--- src/rtl/uart_rx_if.sv ---
// Serial-line and result signals of the UART receive path, grouped for uart_receiver.
// The slave modport is the receiver's view; master is the stimulus/consumer side.
interface uart_rx_if #(
    parameter int DATA_BITS = 8
);
    logic                 tick_in;
    logic                 rx_in;
    logic [DATA_BITS-1:0] data_out;
    logic                 rx_done;
    logic                 frame_error;
    logic                 rx_busy;

    modport master (
        output tick_in, rx_in,
        input  data_out, rx_done, frame_error, rx_busy
    );

    modport slave (
        input  tick_in, rx_in,
        output data_out, rx_done, frame_error, rx_busy
    );
endinterface

--- src/rtl/uart_receiver.sv ---
// 8N1 UART receiver on a 16x oversampled baud tick; one-cycle rx_done / frame_error strobes.
// Define UART_RX_MAJORITY_EN to decide each bit by 2-of-3 vote over samples 6,7,8.
module uart_receiver #(
    parameter int DATA_BITS  = 8,
    parameter int OVERSAMPLE = 16
) (
    input logic     system_clk,
    input logic     rst,
    uart_rx_if.slave bus
);
    localparam int SW = $clog2(OVERSAMPLE);
    localparam int BW = (DATA_BITS > 1) ? $clog2(DATA_BITS) : 1;
    localparam logic [SW-1:0] S_LAST = SW'(OVERSAMPLE - 1);
    localparam logic [BW-1:0] B_LAST = BW'(DATA_BITS - 1);
`ifdef UART_RX_MAJORITY_EN
    localparam logic [SW-1:0] DECIDE = SW'(OVERSAMPLE / 2);
`else
    localparam logic [SW-1:0] DECIDE = SW'(OVERSAMPLE / 2 - 1);
`endif

    typedef enum logic [1:0] {IDLE, START, READ, STOP} state_e;

    state_e               state_q, state_d;
    logic                 rx_meta_q, rx_s_q;
    logic [SW-1:0]        s_cnt_q, s_cnt_d;
    logic [BW-1:0]        b_cnt_q, b_cnt_d;
    logic [DATA_BITS-1:0] shift_q, shift_d;
    logic [DATA_BITS-1:0] data_q, data_d;
    logic                 done_q, done_d;
    logic                 ferr_q, ferr_d;
    logic                 bit_val;

`ifdef UART_RX_MAJORITY_EN
    logic samp6_q, samp7_q;

    // The two earlier samples are held so the third (live rx_s) completes the vote.
    always_ff @(posedge system_clk) begin
        if (rst) begin
            samp6_q <= 1'b1;
            samp7_q <= 1'b1;
        end else if (bus.tick_in) begin
            if (s_cnt_q == DECIDE - SW'(2)) samp6_q <= rx_s_q;
            if (s_cnt_q == DECIDE - SW'(1)) samp7_q <= rx_s_q;
        end
    end

    assign bit_val = (samp6_q & samp7_q) | (samp6_q & rx_s_q) | (samp7_q & rx_s_q);
`else
    assign bit_val = rx_s_q;
`endif

    always_comb begin
        state_d = state_q;
        s_cnt_d = s_cnt_q;
        b_cnt_d = b_cnt_q;
        shift_d = shift_q;
        data_d  = data_q;
        done_d  = 1'b0;
        ferr_d  = 1'b0;
        unique case (state_q)
            IDLE: begin
                s_cnt_d = '0;
                b_cnt_d = '0;
                if (!rx_s_q) state_d = START;
            end
            START: if (bus.tick_in) begin
                s_cnt_d = s_cnt_q + SW'(1);
                if (s_cnt_q == DECIDE && bit_val) begin
                    state_d = IDLE;
                end else if (s_cnt_q == S_LAST) begin
                    state_d = READ;
                    s_cnt_d = '0;
                end
            end
            READ: if (bus.tick_in) begin
                s_cnt_d = s_cnt_q + SW'(1);
                if (s_cnt_q == DECIDE) shift_d = {bit_val, shift_q[DATA_BITS-1:1]};
                if (s_cnt_q == S_LAST) begin
                    s_cnt_d = '0;
                    if (b_cnt_q == B_LAST) state_d = STOP;
                    else                   b_cnt_d = b_cnt_q + BW'(1);
                end
            end
            STOP: if (bus.tick_in) begin
                s_cnt_d = s_cnt_q + SW'(1);
                // Leave at mid stop bit so a back-to-back start edge is not missed.
                if (s_cnt_q == DECIDE) begin
                    data_d  = shift_q;
                    done_d  = bit_val;
                    ferr_d  = ~bit_val;
                    state_d = IDLE;
                end
            end
            default: state_d = IDLE;
        endcase
    end

    always_ff @(posedge system_clk) begin
        if (rst) begin
            state_q   <= IDLE;
            rx_meta_q <= 1'b1;
            rx_s_q    <= 1'b1;
            s_cnt_q   <= '0;
            b_cnt_q   <= '0;
            shift_q   <= '0;
            data_q    <= '0;
            done_q    <= 1'b0;
            ferr_q    <= 1'b0;
        end else begin
            state_q   <= state_d;
            rx_meta_q <= bus.rx_in;
            rx_s_q    <= rx_meta_q;
            s_cnt_q   <= s_cnt_d;
            b_cnt_q   <= b_cnt_d;
            shift_q   <= shift_d;
            data_q    <= data_d;
            done_q    <= done_d;
            ferr_q    <= ferr_d;
        end
    end

    assign bus.data_out    = data_q;
    assign bus.rx_done     = done_q;
    assign bus.frame_error = ferr_q;
    assign bus.rx_busy     = (state_q != IDLE);
endmodule

--- src/flat_wrapper.sv ---
// flat-port wrapper written by rule: the top's interface ports become plain ports
module uart_receiver_flat 
#(
    parameter int DATA_BITS  = 8,
    parameter int OVERSAMPLE = 16
)
  (system_clk, rst, bus_tick_in, bus_rx_in, bus_data_out, bus_rx_done, bus_frame_error, bus_rx_busy);
  uart_rx_if #(.DATA_BITS(DATA_BITS)) bus_i ();
  input logic system_clk;
  input logic rst;
  input wire logic [$bits(bus_i.tick_in)-1:0] bus_tick_in;
  input wire logic [$bits(bus_i.rx_in)-1:0] bus_rx_in;
  output wire logic [$bits(bus_i.data_out)-1:0] bus_data_out;
  output wire logic [$bits(bus_i.rx_done)-1:0] bus_rx_done;
  output wire logic [$bits(bus_i.frame_error)-1:0] bus_frame_error;
  output wire logic [$bits(bus_i.rx_busy)-1:0] bus_rx_busy;
  assign bus_i.tick_in = bus_tick_in;
  assign bus_i.rx_in = bus_rx_in;
  assign bus_data_out = bus_i.data_out;
  assign bus_rx_done = bus_i.rx_done;
  assign bus_frame_error = bus_i.frame_error;
  assign bus_rx_busy = bus_i.rx_busy;
  uart_receiver #(.DATA_BITS(DATA_BITS), .OVERSAMPLE(OVERSAMPLE)) u_core (.system_clk(system_clk), .rst(rst), .bus(bus_i));
endmodule
--- config.mk ---
export PLATFORM = sky130hd
export DESIGN_NAME = uart_receiver_flat
export DESIGN_NICKNAME = d
export VERILOG_FILES = /design/src/rtl/uart_rx_if.sv /design/src/rtl/uart_receiver.sv /design/src/flat_wrapper.sv
export SDC_FILE = /design/constraint.sdc
export NUM_CORES = 1
export LEC_CHECK = 0
export ABC_AREA = 1
export CAP_MARGIN = 20
export CELL_PAD_IN_SITES_DETAIL_PLACEMENT = 0
export CELL_PAD_IN_SITES_GLOBAL_PLACEMENT = 1
export CORE_ASPECT_RATIO = 2
export CORE_UTILIZATION = 45
export CTS_BUF_LIST = sky130_fd_sc_hd__clkbuf_2
export DETAILED_ROUTE_END_ITERATION = 12
export GPL_TIMING_DRIVEN = 0
export PLACE_DENSITY = 0.83
export SLEW_MARGIN = 20
export SYNTH_ARGS = -nofsm -noshare
export SYNTH_HDL_FRONTEND = slang
export SYNTH_SLANG_ARGS = --single-unit
export TNS_END_PERCENT = 50
--- constraint.sdc ---
create_clock -name system_clk -period 2.8 [get_ports system_clk]
set_input_delay 0.56 -clock system_clk [delete_from_list [all_inputs] [get_ports system_clk]]
set_output_delay 0.56 -clock system_clk [all_outputs]
set_load 0.02 [all_outputs]
# Word level (Yosys, flattened, before mapping)
# Index checks and enable logic that the tools add are counted.
[totals]
output_inout_bits = 11
register_bits = 29
wordCells = 60
input_bits = 4
[classes]
add_sub_neg = 2
reduce_logical = 10
n_bitwise = 4
n_mux = 20
n_eq_ne = 15
[ops]
columns = ["cell", "count"]
rows = [
  ["4-bit 2-to-1 mux", 5],
  ["2-bit 2-to-1 mux", 9],
  ["4-bit case mux with 4 select lines", 1],
  ["2-bit inequality test (second input constant)", 5],
  ["3-bit 2-to-1 mux", 3],
  ["3-bit AND reduction", 3],
  ["2-bit case mux with 4 select lines", 1],
  ["8-bit AND reduction", 1],
  ["2-bit by 1-bit inequality test with 1-bit output (second input constant)", 3],
  ["3-bit case mux with 2 select lines", 1],
  ["4-bit by 1-bit adder with 4-bit output (second input constant)", 1],
  ["2-bit equality test (second input constant)", 2],
  ["4-bit by 3-bit equality test with 1-bit output (second input constant)", 1],
  ["4-bit equality test (second input constant)", 1],
  ["1-bit inverter", 4],
  ["4-bit AND reduction", 1],
  ["2-bit nonzero test", 2],
  ["4-bit OR reduction", 1],
  ["3-bit by 1-bit adder with 3-bit output (second input constant)", 1],
  ["3-bit equality test (second input constant)", 1],
  ["3-bit by 1-bit inequality test with 1-bit output (second input constant)", 1],
  ["2-bit by 1-bit equality test with 1-bit output (second input constant)", 1],
  ["2-bit zero test", 1],
  ["1-bit logical AND", 1],
]

# Longest topological paths before layout
# Gate-level depths: netlist (run 1).
[depth]
depth_word = 5
depth_mapped = 9
ltp_nobuf = 9

# Worst setup path after synthesis (run 1)
# Ideal clock, no wire load.
[synth_path]
path_type = "reg2reg"
startpoint = "register u_core.s_cnt_q[0]"
endpoint = "register u_core.data_q[1], in the netlist u_core.bus.data_out[1]"
setup_slack_ns = 1.475
path_buffers = 1
synth_period_minus_slack_ns = 1.325
stages_incl_launch_ff = 8
required_ns = 2.684
t_arrival_ns = 1.209
setup_time_ns = 0.116
path_cell_list = "dfxtp_1 -> ha_1 -> nand2_1 -> nor2_2 -> nand3_2 -> buf_6 -> o21ai_0 -> nor2_1"
[synth_via]
elab_chain_len = 2
[synth_lines]
columns = ["item", "line", "rtl"]
rows = [
  ["from (decl)", "uart_receiver.sv:25", "logic [SW-1:0] s_cnt_q, s_cnt_d;"],
  ["from (signal assigned)", "uart_receiver.sv:113", "s_cnt_q <= s_cnt_d;"],
  ["4-bit by 3-bit equality test with 1-bit output", "uart_receiver.sv:87", "if (s_cnt_q == DECIDE) begin"],
  ["3-bit AND reduction (no line)", "--", ""],
  ["to (signal assigned)", "uart_receiver.sv:116", "data_q <= data_d;"],
  ["to (decl)", "uart_receiver.sv:28", "logic [DATA_BITS-1:0] data_q, data_d;"],
]
# Every way passes these cells.
# A chain may end at the register's enable or synchronous reset.

# Worst setup path in the final report (run 1)
[layout_path]
startpoint = "register u_core.state_q[0]"
endpoint = "output bus_rx_busy"
[layout_via]
elab_chain_len = 1
[layout_lines]
columns = ["item", "line", "rtl"]
rows = [
  ["from (decl)", "uart_receiver.sv:23", "state_e state_q, state_d;"],
  ["from (signal assigned)", "uart_receiver.sv:110", "state_q <= state_d;"],
  ["2-bit nonzero test", "uart_receiver.sv:125", "assign bus.rx_busy = (state_q != IDLE);"],
  ["to (decl)", "flat_wrapper.sv:16", "output wire logic [$bits(bus_i.rx_busy)-1:0] bus_rx_busy;"],
]
# Every way passes these cells.

==> results of run 1 <==
-- final cells by class --
cell class                      count  area (µm²)
Tap cell                           28        35.0
Multi-Input combinational cell    108         571
Fill cell                         250        1120
Buffer                              4        30.0
Clock buffer                        6        30.0
Sequential cell                    29         581
Clock inverter                      2        10.0
Timing Repair Buffer               14         140
Inverter                           13        55.1
-- metrics by stage --
stage          setup slack, ns  cell area, µm²  hold WS, ns  utilization (%)  power [mW]
2_1_floorplan             1.47            1240        0.389                -       0.499
3_3_place_gp             0.854            1410        0.396             54.9       0.521
3_5_place_dp             0.800            1410        0.414             54.9       0.523
4_1_cts                  0.634            1450        0.449             56.5       0.731
5_1_grt                  0.557            1450        0.467             56.5       0.763
6_report                 0.667            1450        0.443             56.5       0.721
-- synth_stat cells, types with 2 or more instances --
cell	instances	area, µm²
sky130_fd_sc_hd__dfxtp_1	29	581
sky130_fd_sc_hd__o21ai_1	2	10.0
sky130_fd_sc_hd__a21oi_2	2	17.5
sky130_fd_sc_hd__inv_1	9	33.8
sky130_fd_sc_hd__nand2_1	15	56.3
sky130_fd_sc_hd__nor3_1	4	20.0
sky130_fd_sc_hd__a21oi_1	7	35.0
sky130_fd_sc_hd__ha_1	3	37.5
sky130_fd_sc_hd__or2_2	2	12.5
sky130_fd_sc_hd__inv_2	2	7.51
sky130_fd_sc_hd__nor2_2	3	18.8
sky130_fd_sc_hd__nor2_1	34	128
sky130_fd_sc_hd__nand3_1	7	35.0
sky130_fd_sc_hd__o21ai_2	2	17.5
sky130_fd_sc_hd__buf_6	2	22.5
sky130_fd_sc_hd__o21ai_0	14	70.1
sky130_fd_sc_hd__nand2_2	2	12.5
sky130_fd_sc_hd__nand3_2	4	40.0
-- worst max-delay path, stage by stage (launching register included) --
cell	delay [ns]
sky130_fd_sc_hd__dfxtp_1	0.35
sky130_fd_sc_hd__buf_6	0.14
sky130_fd_sc_hd__clkinv_2	0.07
sky130_fd_sc_hd__nand2_2	0.07
sky130_fd_sc_hd__clkdlybuf4s50_1	0.59
-- logic make-up after synthesis --
group | Yosys count | share of synthesized area, %
XOR/XNOR | 1 | 0.709
AND/OR/NAND/NOR | 75 | 28.6
buffers and inverters | 17 | 6.88
flip-flops | 29 | 47.0
AO/OA/AOI/OAI | 29 | 13.8
adder cells (fa/ha/maj) | 3 | 3.04
-- cells in the final DEF (no fill, tap or decap), types with 3 or more instances in the layout --
cell type,count
sky130_fd_sc_hd__clkbuf_2,6
sky130_fd_sc_hd__nor2_2,3
sky130_fd_sc_hd__ha_1,3
sky130_fd_sc_hd__o21ai_0,14
sky130_fd_sc_hd__nor3_1,4
sky130_fd_sc_hd__clkinv_2,3
sky130_fd_sc_hd__inv_1,9
sky130_fd_sc_hd__clkdlybuf4s50_1,14
sky130_fd_sc_hd__nor2_1,34
sky130_fd_sc_hd__nand3_1,7
sky130_fd_sc_hd__dfxtp_1,29
sky130_fd_sc_hd__nand3_2,4
sky130_fd_sc_hd__nand2_1,15
sky130_fd_sc_hd__a21oi_1,7
-- state kept, by name (all words and copies together) (netlist names), named ones only --
| register | flops |
|---|---|
| u_core.bit_val | 1 |
| u_core.shift_q | 8 |
| u_core.bus.rx_done | 1 |
| u_core.rx_meta_q | 1 |
| u_core.bus.data_out | 8 |
| u_core.state_q | 1 |
| u_core.s_cnt_q | 4 |
| u_core.bus.frame_error | 1 |
| u_core.b_cnt_q | 3 |
-- per-layer routing --
metal	vias up	wire (µm)
met3	6	60
met1	467	862
met5	-	0
met4	0	69
li1	550	-
met2	19	1400
-- power groups by stage --
stage / logic [mW] / registers, mW / clock network (mW)
after global placement: 0.0882 / 0.433 / 0
after floorplan: 0.0665 / 0.432 / 0
after global routing: 0.0993 / 0.426 / 0.238
final: 0.0888 / 0.424 / 0.208
after CTS: 0.0901 / 0.424 / 0.217
after detailed placement: 0.0899 / 0.433 / 0
-- final timing paths --
check	to	slack [ns]
setup / recovery	bus_rx_busy	0.67
hold / removal	u_core.bit_val$_SDFF_PP1_	0.44
hold reg to reg	u_core.bit_val$_SDFF_PP1_	0.44
setup reg to reg	u_core.shift_q[0]$_SDFFE_PP0P_	1.29
==> impl_metrics.env, run 1 <==
export IMPL_global_route_usage_met1_pct=17.5
export IMPL_worst_hold_path_num_cells=1
export IMPL_core_area_um2=2570
export IMPL_grt_ovfl_total=0
export IMPL_die_w_um=39.1
export IMPL_required_ns=2.24
export IMPL_synth_seq_area_share_pct=47.0
export IMPL_htreeDepth=2
export IMPL_post_cts_buffers=0
export IMPL_grt_pass1_vias=977
export IMPL_cp_arrival_ns=1.57
export IMPL_rows=26
export IMPL_wire_per_inst_um=11.7
export IMPL_hold_path_startpoint="u_core.rx_meta_q$_SDFF_PP1_"
export IMPL_max_slew_margin_rel_pct=68.5
export IMPL_run_status="finished clean"
export IMPL_cts_hold_fix_buffers=0
export IMPL_floorplan_die_area_um2=2970
export IMPL_antenna_cells=0
export IMPL_initial_drc_count=10
export IMPL_synthesis_nets=161
export IMPL_p_sw_uw=203
export IMPL_rsz0062_at_grt="no"
export IMPL_cts_tree="built"
export IMPL_fin_nets=182
export IMPL_final_min_clock_period_ns=2.13
export IMPL_grt_first_pass_wirelength_mm=4.11
export IMPL_die_y_um=76.1
export IMPL_clock_tree_root_cell="sky130_fd_sc_hd__clkbuf_2"
export IMPL_fin_crit_sh_pct=76.2
export IMPL_worst_setup_path_end_kind="primary output"
export IMPL_grtUsageTotal_pct=19.6
export IMPL_io_pins=15
export IMPL_min_delay_path_class="flip-flop to flip-flop"
export IMPL_busiest_layer="met2"
export IMPL_grt_met3_usage_pct=5.25
export IMPL_cts_made_buffers=5
export IMPL_r2r_start="u_core.s_cnt_q[0]$_SDFFE_PP0P_"
export IMPL_timing_critical_path_fanout_max=8
export IMPL_ys_warnings_count=0
export IMPL_met2_usage_pct=35.2
export IMPL_syn_to_final_growth_pct=17.4
export IMPL_clock_latency_ns=0.35
export IMPL_clk_pin_slew_worst_paths_ns=0.15
export IMPL_worstRegToRegCells=6
export IMPL_yosys_most_used_dff="sky130_fd_sc_hd__dfxtp_1"
export IMPL_initial_core_util_pct=48.1
export IMPL_synthesis_instances=154
export IMPL_crit_path_start_kind="flip-flop"
export IMPL_dpl_hpwl_mm=1.88
export IMPL_synthesis_area_um2=1240
export IMPL_power_frac_clock_pct=28.8
export IMPL_synth_distinct_cells=29
export IMPL_totalNegativeSetupSlack_ns=0
export IMPL_first_pass_iters=4
export IMPL_place_congestion=0.734
export IMPL_synth_edf_count=0
export IMPL_detail_route_drc_violations=0
export IMPL_pd_cells_nw_per_um2=497
export IMPL_power_frac_comb_pct=12.3
export IMPL_cts_sinks=29
export IMPL_critical_path_startpoint="u_core.state_q[0]$_SDFFE_PP0P_"
export IMPL_placed_cells_incl_taps=196
export IMPL_max_cap_violations=0
export IMPL_finalHoldViolCount=0
export IMPL_setup_worst_path_class="flip-flop to primary output"
export IMPL_clock_buffer_depth=2
export IMPL_grt_start_max_net_pins=11
export IMPL_slew_viol_final=0
export IMPL_worst_slew_pin_transition_ns=0.472
export IMPL_synth_seq_cells=29
export IMPL_final_layout_size_suffix_gt1_share_pct=17.6
export IMPL_final_cells=204
export IMPL_max_freq_ghz=0.469
export IMPL_leakage_nw=0.578
export IMPL_worst_clock_skew_ns=0.0116
export IMPL_post_synth_cell_area_avg_um2=8.03
export IMPL_grt_antenna_before_repair=0
export IMPL_routed_wirelength_mm=2.39
export IMPL_async_reset_ff_share_pct=0
export IMPL_vias_per_cell=5.11
export IMPL_cts_resized=0
export IMPL_swShare_pct=28.2
export IMPL_power_share_sequential_pct=58.8
export IMPL_place_port_buffers=14
export IMPL_cell_internal_pwr_uw=517
export IMPL_detail_route_antenna_nets=0
export IMPL_finalSetupViolations=0
export IMPL_vdd_drop_max_v=0.000273
export IMPL_route_vias_total=1042
Note: power is estimated with default switching activity, not from simulation.
==> run 2: changes to the inputs <==
--- a/config.mk
+++ b/config.mk
@@ -10,11 +10,11 @@
 export CELL_PAD_IN_SITES_DETAIL_PLACEMENT = 0
 export CELL_PAD_IN_SITES_GLOBAL_PLACEMENT = 1
 export CORE_ASPECT_RATIO = 2
-export CORE_UTILIZATION = 45
+export CORE_UTILIZATION = 42
 export CTS_BUF_LIST = sky130_fd_sc_hd__clkbuf_2
 export DETAILED_ROUTE_END_ITERATION = 12
 export GPL_TIMING_DRIVEN = 0
-export PLACE_DENSITY = 0.83
+export PLACE_DENSITY = 0.78
 export SLEW_MARGIN = 20
 export SYNTH_ARGS = -nofsm -noshare
 export SYNTH_HDL_FRONTEND = slang
==> constraint.sdc (replaced) <==
create_clock -name system_clk -period 2 [get_ports system_clk]
set_input_delay 0.4 -clock system_clk [delete_from_list [all_inputs] [get_ports system_clk]]
set_output_delay 0.4 -clock system_clk [all_outputs]
set_load 0.02 [all_outputs]
==> run 2 against run 1 <==
First-iteration DRC count is 20% higher. Design area is 0.17% lower. Sequential cell count stayed put. Non-clock buffer count stayed put. Register-to-register slack worse by 0.83 ns. Sequential power is 40% higher. Via count is 1.2% lower. Global-route usage is 1.1 points lower. Worst setup slack worse by 0.39 ns. Sequential share of layout area is 0.069 points higher. Clock power is 33% higher. Critical path type unchanged. Largest power group unchanged.
==> impl_metrics.env, run 2 (synthesis results as in run 1) <==
export IMPL_initial_drc_count=12
export IMPL_first_pass_iters=4
export IMPL_pd_cells_nw_per_um2=685
export IMPL_wire_per_inst_um=11.9
export IMPL_grt_met3_usage_pct=5.03
export IMPL_final_layout_size_suffix_gt1_share_pct=16.5
export IMPL_post_cts_buffers=0
export IMPL_vdd_drop_max_v=0.000388
export IMPL_route_vias_total=1029
export IMPL_layout_commonest_cell="sky130_fd_sc_hd__nor2_1"
export IMPL_totalNegativeSetupSlack_ns=0
export IMPL_rows=27
export IMPL_grt_antenna_before_repair=0
export IMPL_detail_route_antenna_nets=0
export IMPL_worst_path_dominant_cell_family="buffers and inverters"
export IMPL_cts_made_buffers=5
export IMPL_clock_latency_ns=0.35
export IMPL_multi_input_area_um2=571
export IMPL_clock_buffer_depth=2
export IMPL_worst_path_largest_cell_delay_ns=0.60
export IMPL_finalHoldViolCount=0
export IMPL_final_min_clock_period_ns=1.72
export IMPL_grt_start_max_net_pins=11
export IMPL_grt_pass1_vias=972
export IMPL_max_slew_margin_rel_pct=70.6
export IMPL_run_status="finished clean"
export IMPL_met2_usage_pct=33.0
export IMPL_cts_sinks=29
export IMPL_die_y_um=78.7
export IMPL_global_route_usage_met1_pct=17.9
export IMPL_grtUsageTotal_pct=18.5
export IMPL_crit_path_top_delay_cell="sky130_fd_sc_hd__clkdlybuf4s50_1"
export IMPL_fin_crit_sh_pct=86.2
export IMPL_leakage_nw=0.577
export IMPL_initial_core_util_pct=44.6
export IMPL_slew_viol_final=0
export IMPL_htreeDepth=2
export IMPL_finalSetupViolations=0
export IMPL_place_port_buffers=14
export IMPL_cp_arrival_ns=1.32
export IMPL_worst_setup_path_end_kind="primary output"
export IMPL_busiest_layer="met2"
export IMPL_vias_per_cell=5.02
export IMPL_cp_cell_sequence="clkdlybuf4s50_1"
export IMPL_routed_wirelength_mm=2.43
export IMPL_crit_path_start_kind="flip-flop"
export IMPL_filler_cell_count=265
export IMPL_min_delay_path_class="flip-flop to flip-flop"
export IMPL_floorplan_die_area_um2=3180
export IMPL_critical_path_buf_inv_count=1
export IMPL_grt_first_pass_wirelength_mm=4.13
export IMPL_placed_cells_incl_taps=197
export IMPL_register_area_um2=581
export IMPL_grt_ovfl_total=0
export IMPL_place_congestion=0.741
export IMPL_cts_tree="built"
export IMPL_fin_nets=182
export IMPL_syn_to_final_growth_pct=17.2
export IMPL_reg2reg_setup_slack_ns=0.46
export IMPL_clk_pin_slew_worst_paths_ns=0.16
export IMPL_timing_critical_path_fanout_max=2
export IMPL_rsz0062_at_grt="no"
export IMPL_clock_tree_root_cell="sky130_fd_sc_hd__clkbuf_2"
export IMPL_max_cap_violations=0
export IMPL_die_w_um=40.4
export IMPL_antenna_cells=0
export IMPL_most_common_layout_cells="sky130_fd_sc_hd__nor2_1, sky130_fd_sc_hd__dfxtp_1, sky130_fd_sc_hd__nand2_1"
export IMPL_dpl_hpwl_mm=1.89
export IMPL_worst_slew_pin_transition_ns=0.441
export IMPL_max_freq_ghz=0.580
export IMPL_worst_clock_skew_ns=0.0150
export IMPL_final_cells=205
export IMPL_core_area_um2=2770
export IMPL_detail_route_drc_violations=0
export IMPL_required_ns=1.60
export IMPL_setup_worst_path_class="flip-flop to primary output"
export IMPL_io_pins=15
[run 2: path summary, 6_finish.rpt]
check	start	to	depth (start not counted)
worst max-delay path	u_core.bus.data_out[1]$_SDFFE_PP0P_	bus_data_out[1]	1
worst min-delay path	u_core.rx_meta_q$_SDFF_PP1_	u_core.bit_val$_SDFF_PP1_	1
worst max register to register	u_core.s_cnt_q[0]$_SDFFE_PP0P_	u_core.shift_q[0]$_SDFFE_PP0P_	6
worst min register to register	u_core.rx_meta_q$_SDFF_PP1_	u_core.bit_val$_SDFF_PP1_	1
[run 2: final cells by class]
| type | count | share of cell area (%) |
|---|---|---|
| flip-flops and latches | 29 | 40.1 |
| plain buffers | 4 | 2.07 |
| repair buffers | 14 | 9.59 |
| clock buffers | 5 | 1.73 |
| clock inverters | 3 | 0.864 |
| multi-input cells | 108 | 39.4 |
| inverters | 13 | 3.80 |
| well taps | 29 | 2.50 |
[run 2: layer usage]
| layer | vias to the layer above | share of wire (%) |
|---|---|---|
| li1 | 546 | - |
| met1 | 461 | 39 |
| met2 | 17 | 56 |
| met3 | 5 | 3.0 |
| met4 | 0 | 2.2 |
| met5 | - | 0 |
[run 2: timing repair]
| action | 4_1_cts | 5_1_grt |
|---|---|---|
| hold buffers | 0 | 0 |
| gates resized for setup | 1 | 0 |
| setup endpoints to repair | 1 | 0 |
| hold endpoints to repair | 0 | 0 |
[run 2: stage by stage]
step | power, mW | util (%) | hold slack [ns] | instance area (µm²) | worst slack, ns
5_1_grt | 1.05 | 52.3 | 0.446 | 1450 | 0.185
3_3_place_gp | 0.730 | 51.0 | 0.395 | 1410 | 0.204
2_1_floorplan | 0.698 | - | 0.389 | 1240 | 0.675
3_5_place_dp | 0.731 | 51.0 | 0.403 | 1410 | 0.197
4_1_cts | 1.01 | 52.3 | 0.432 | 1450 | 0.250
6_report | 0.993 | 52.3 | 0.415 | 1450 | 0.276
[run 2: power breakdown]
group | internal, mW | switching [mW]
clock | 0.0765 | 0.201
sequential | 0.588 | 0.00613
combinational | 0.0462 | 0.0754
==> run 3: changes to the inputs <==
--- a/config.mk
+++ b/config.mk
@@ -10,6 +10,7 @@
 export CELL_PAD_IN_SITES_DETAIL_PLACEMENT = 0
 export CELL_PAD_IN_SITES_GLOBAL_PLACEMENT = 1
 export CORE_ASPECT_RATIO = 2
+export CORE_MARGIN = 2
 export CORE_UTILIZATION = 42
 export CTS_BUF_LIST = sky130_fd_sc_hd__clkbuf_2
 export DETAILED_ROUTE_END_ITERATION = 12
==> run 3 against run 2 <==
Fmax is 0.53% higher. Critical path depth stayed put. Sequential cell count stayed put. Non-clock buffer count stayed put. Total power hardly changed. Core utilization stayed put. Critical path type unchanged. First-iteration DRC count is 33% higher. Combinational power hardly changed. Clock skew is 0.0045 ns lower. Clock-buffer cell count stayed put. Cell count stayed put. Sequential share of layout area stayed put.
==> impl_metrics.env, run 3 (synthesis results as in run 1) <==
export IMPL_worstRegToRegCells=6
export IMPL_vias_per_cell=5.03
export IMPL_vdd_drop_max_v=0.000563
export IMPL_detail_route_antenna_nets=0
export IMPL_final_layout_size_suffix_gt1_share_pct=16.5
export IMPL_initial_drc_count=16
export IMPL_routed_wirelength_mm=2.46
export IMPL_worst_setup_path_end_kind="primary output"
export IMPL_worst_hold_path_num_cells=1
export IMPL_max_slew_margin_rel_pct=67.6
export IMPL_totalNegativeSetupSlack_ns=0
export IMPL_grt_start_max_net_pins=11
export IMPL_max_cap_violations=0
export IMPL_clock_latency_ns=0.36
export IMPL_overall_power_of_the_completed_layout_uw=993
export IMPL_grt_pass1_vias=1010
export IMPL_final_cells=205
export IMPL_die_w_um=42.4
export IMPL_worst_clock_skew_ns=0.0105
export IMPL_first_pass_iters=4
export IMPL_required_ns=1.60
export IMPL_layout_commonest_cell="sky130_fd_sc_hd__nor2_1"
export IMPL_core_area_um2=2770
export IMPL_route_vias_total=1032
export IMPL_cp_cell_sequence="clkdlybuf4s50_1"
export IMPL_fin_nets=182
export IMPL_clk_pin_slew_worst_paths_ns=0.15
export IMPL_filler_cell_count=269
export IMPL_place_port_buffers=14
export IMPL_grt_first_pass_wirelength_mm=4.34
export IMPL_dpl_hpwl_mm=1.90
export IMPL_clock_buffer_depth=2
export IMPL_max_freq_ghz=0.583
export IMPL_most_common_layout_cells="sky130_fd_sc_hd__nor2_1, sky130_fd_sc_hd__dfxtp_1, sky130_fd_sc_hd__nand2_1"
export IMPL_grt_antenna_before_repair=0
export IMPL_htreeDepth=2
export IMPL_antenna_cells=0
export IMPL_initial_core_util_pct=44.6
export IMPL_worst_slew_pin_transition_ns=0.486
export IMPL_rsz0062_at_grt="no"
export IMPL_cts_sinks=29
export IMPL_finalHoldViolCount=0
export IMPL_setup_worst_path_class="flip-flop to primary output"
export IMPL_syn_to_final_growth_pct=17.2
export IMPL_leakage_nw=0.577
export IMPL_final_min_clock_period_ns=1.71
export IMPL_placed_cells_incl_taps=197
export IMPL_detail_route_drc_violations=0
export IMPL_place_congestion=0.734
export IMPL_register_area_um2=581
export IMPL_cts_tree="built"
export IMPL_crit_path_top_delay_cell="sky130_fd_sc_hd__clkdlybuf4s50_1"
export IMPL_run_status="finished clean"
export IMPL_timing_critical_path_fanout_max=2
export IMPL_floorplan_die_area_um2=3420
export IMPL_worst_path_dominant_cell_family="buffers and inverters"
export IMPL_multi_input_area_um2=571
export IMPL_slew_viol_final=0
export IMPL_cts_hold_fix_buffers=0
export IMPL_die_y_um=80.7
export IMPL_cp_arrival_ns=1.31
export IMPL_io_pins=15
export IMPL_critical_path_buf_inv_count=1
export IMPL_placement_cell_area_um2=1410
export IMPL_stdcell_area_um2=1450
export IMPL_cts_made_buffers=5
export IMPL_critical_path_depth=1
export IMPL_pd_cells_nw_per_um2=685
export IMPL_clock_tree_root_cell="sky130_fd_sc_hd__clkbuf_2"
export IMPL_crit_path_start_kind="flip-flop"
export IMPL_rows=27
export IMPL_grt_ovfl_total=0
export IMPL_wire_per_inst_um=12.0
export IMPL_grtUsageTotal_pct=16.9
export IMPL_worst_path_largest_cell_delay_ns=0.60
export IMPL_min_delay_path_class="flip-flop to flip-flop"
export IMPL_fin_crit_sh_pct=85.7
export IMPL_finalSetupViolations=0
## run 3: final timing paths
path | from | endpoint | slack [ns]
worst max register to register | u_core.s_cnt_q[0]$_SDFFE_PP0P_ | u_core.shift_q[0]$_SDFFE_PP0P_ | 0.46
worst max-delay path | u_core.bus.data_out[4]$_SDFFE_PP0P_ | bus_data_out[4] | 0.29
worst min-delay path | u_core.rx_meta_q$_SDFF_PP1_ | u_core.bit_val$_SDFF_PP1_ | 0.43
worst min register to register | u_core.rx_meta_q$_SDFF_PP1_ | u_core.bit_val$_SDFF_PP1_ | 0.43
## run 3: per-stage QoR
| stage | worst slack, ns | utilization [%] | hold slack [ns] |
|---|---|---|---|
| 2_1_floorplan | 0.675 | - | 0.389 |
| 3_3_place_gp | 0.205 | 51.0 | 0.395 |
| 3_5_place_dp | 0.173 | 51.0 | 0.403 |
| 4_1_cts | 0.260 | 52.3 | 0.438 |
| 5_1_grt | 0.179 | 52.3 | 0.456 |
| 6_report | 0.286 | 52.3 | 0.433 |
## run 3: routing by layer
layer | global-route usage [%] | wire [µm]
met1 | 15.8 | 939
met2 | 32.2 | 1380
met5 | 0 | 0
met3 | 4.04 | 72
met4 | 9.38 | 70
## run 3: area by class of cell
cell class,count,share of cell area [%]
Buffer,4,2.07
Tap cell,29,2.50
Clock inverter,3,0.864
Inverter,13,3.80
Timing Repair Buffer,14,9.59
Multi-Input combinational cell,108,39.4
Clock buffer,5,1.73
Sequential cell,29,40.1
## run 3: power by group
group | switching, mW | total (mW) | internal [mW]
Sequential | 0.00628 | 0.594 | 0.588
Clock | 0.201 | 0.278 | 0.0763
Combinational | 0.0753 | 0.121 | 0.0462
## run 3: what timing repair did
item | 4_1_cts | 5_1_grt
endpoints found under the setup margin | 1 | 0
setup buffers | 0 | 0
gates resized for setup | 1 | 0
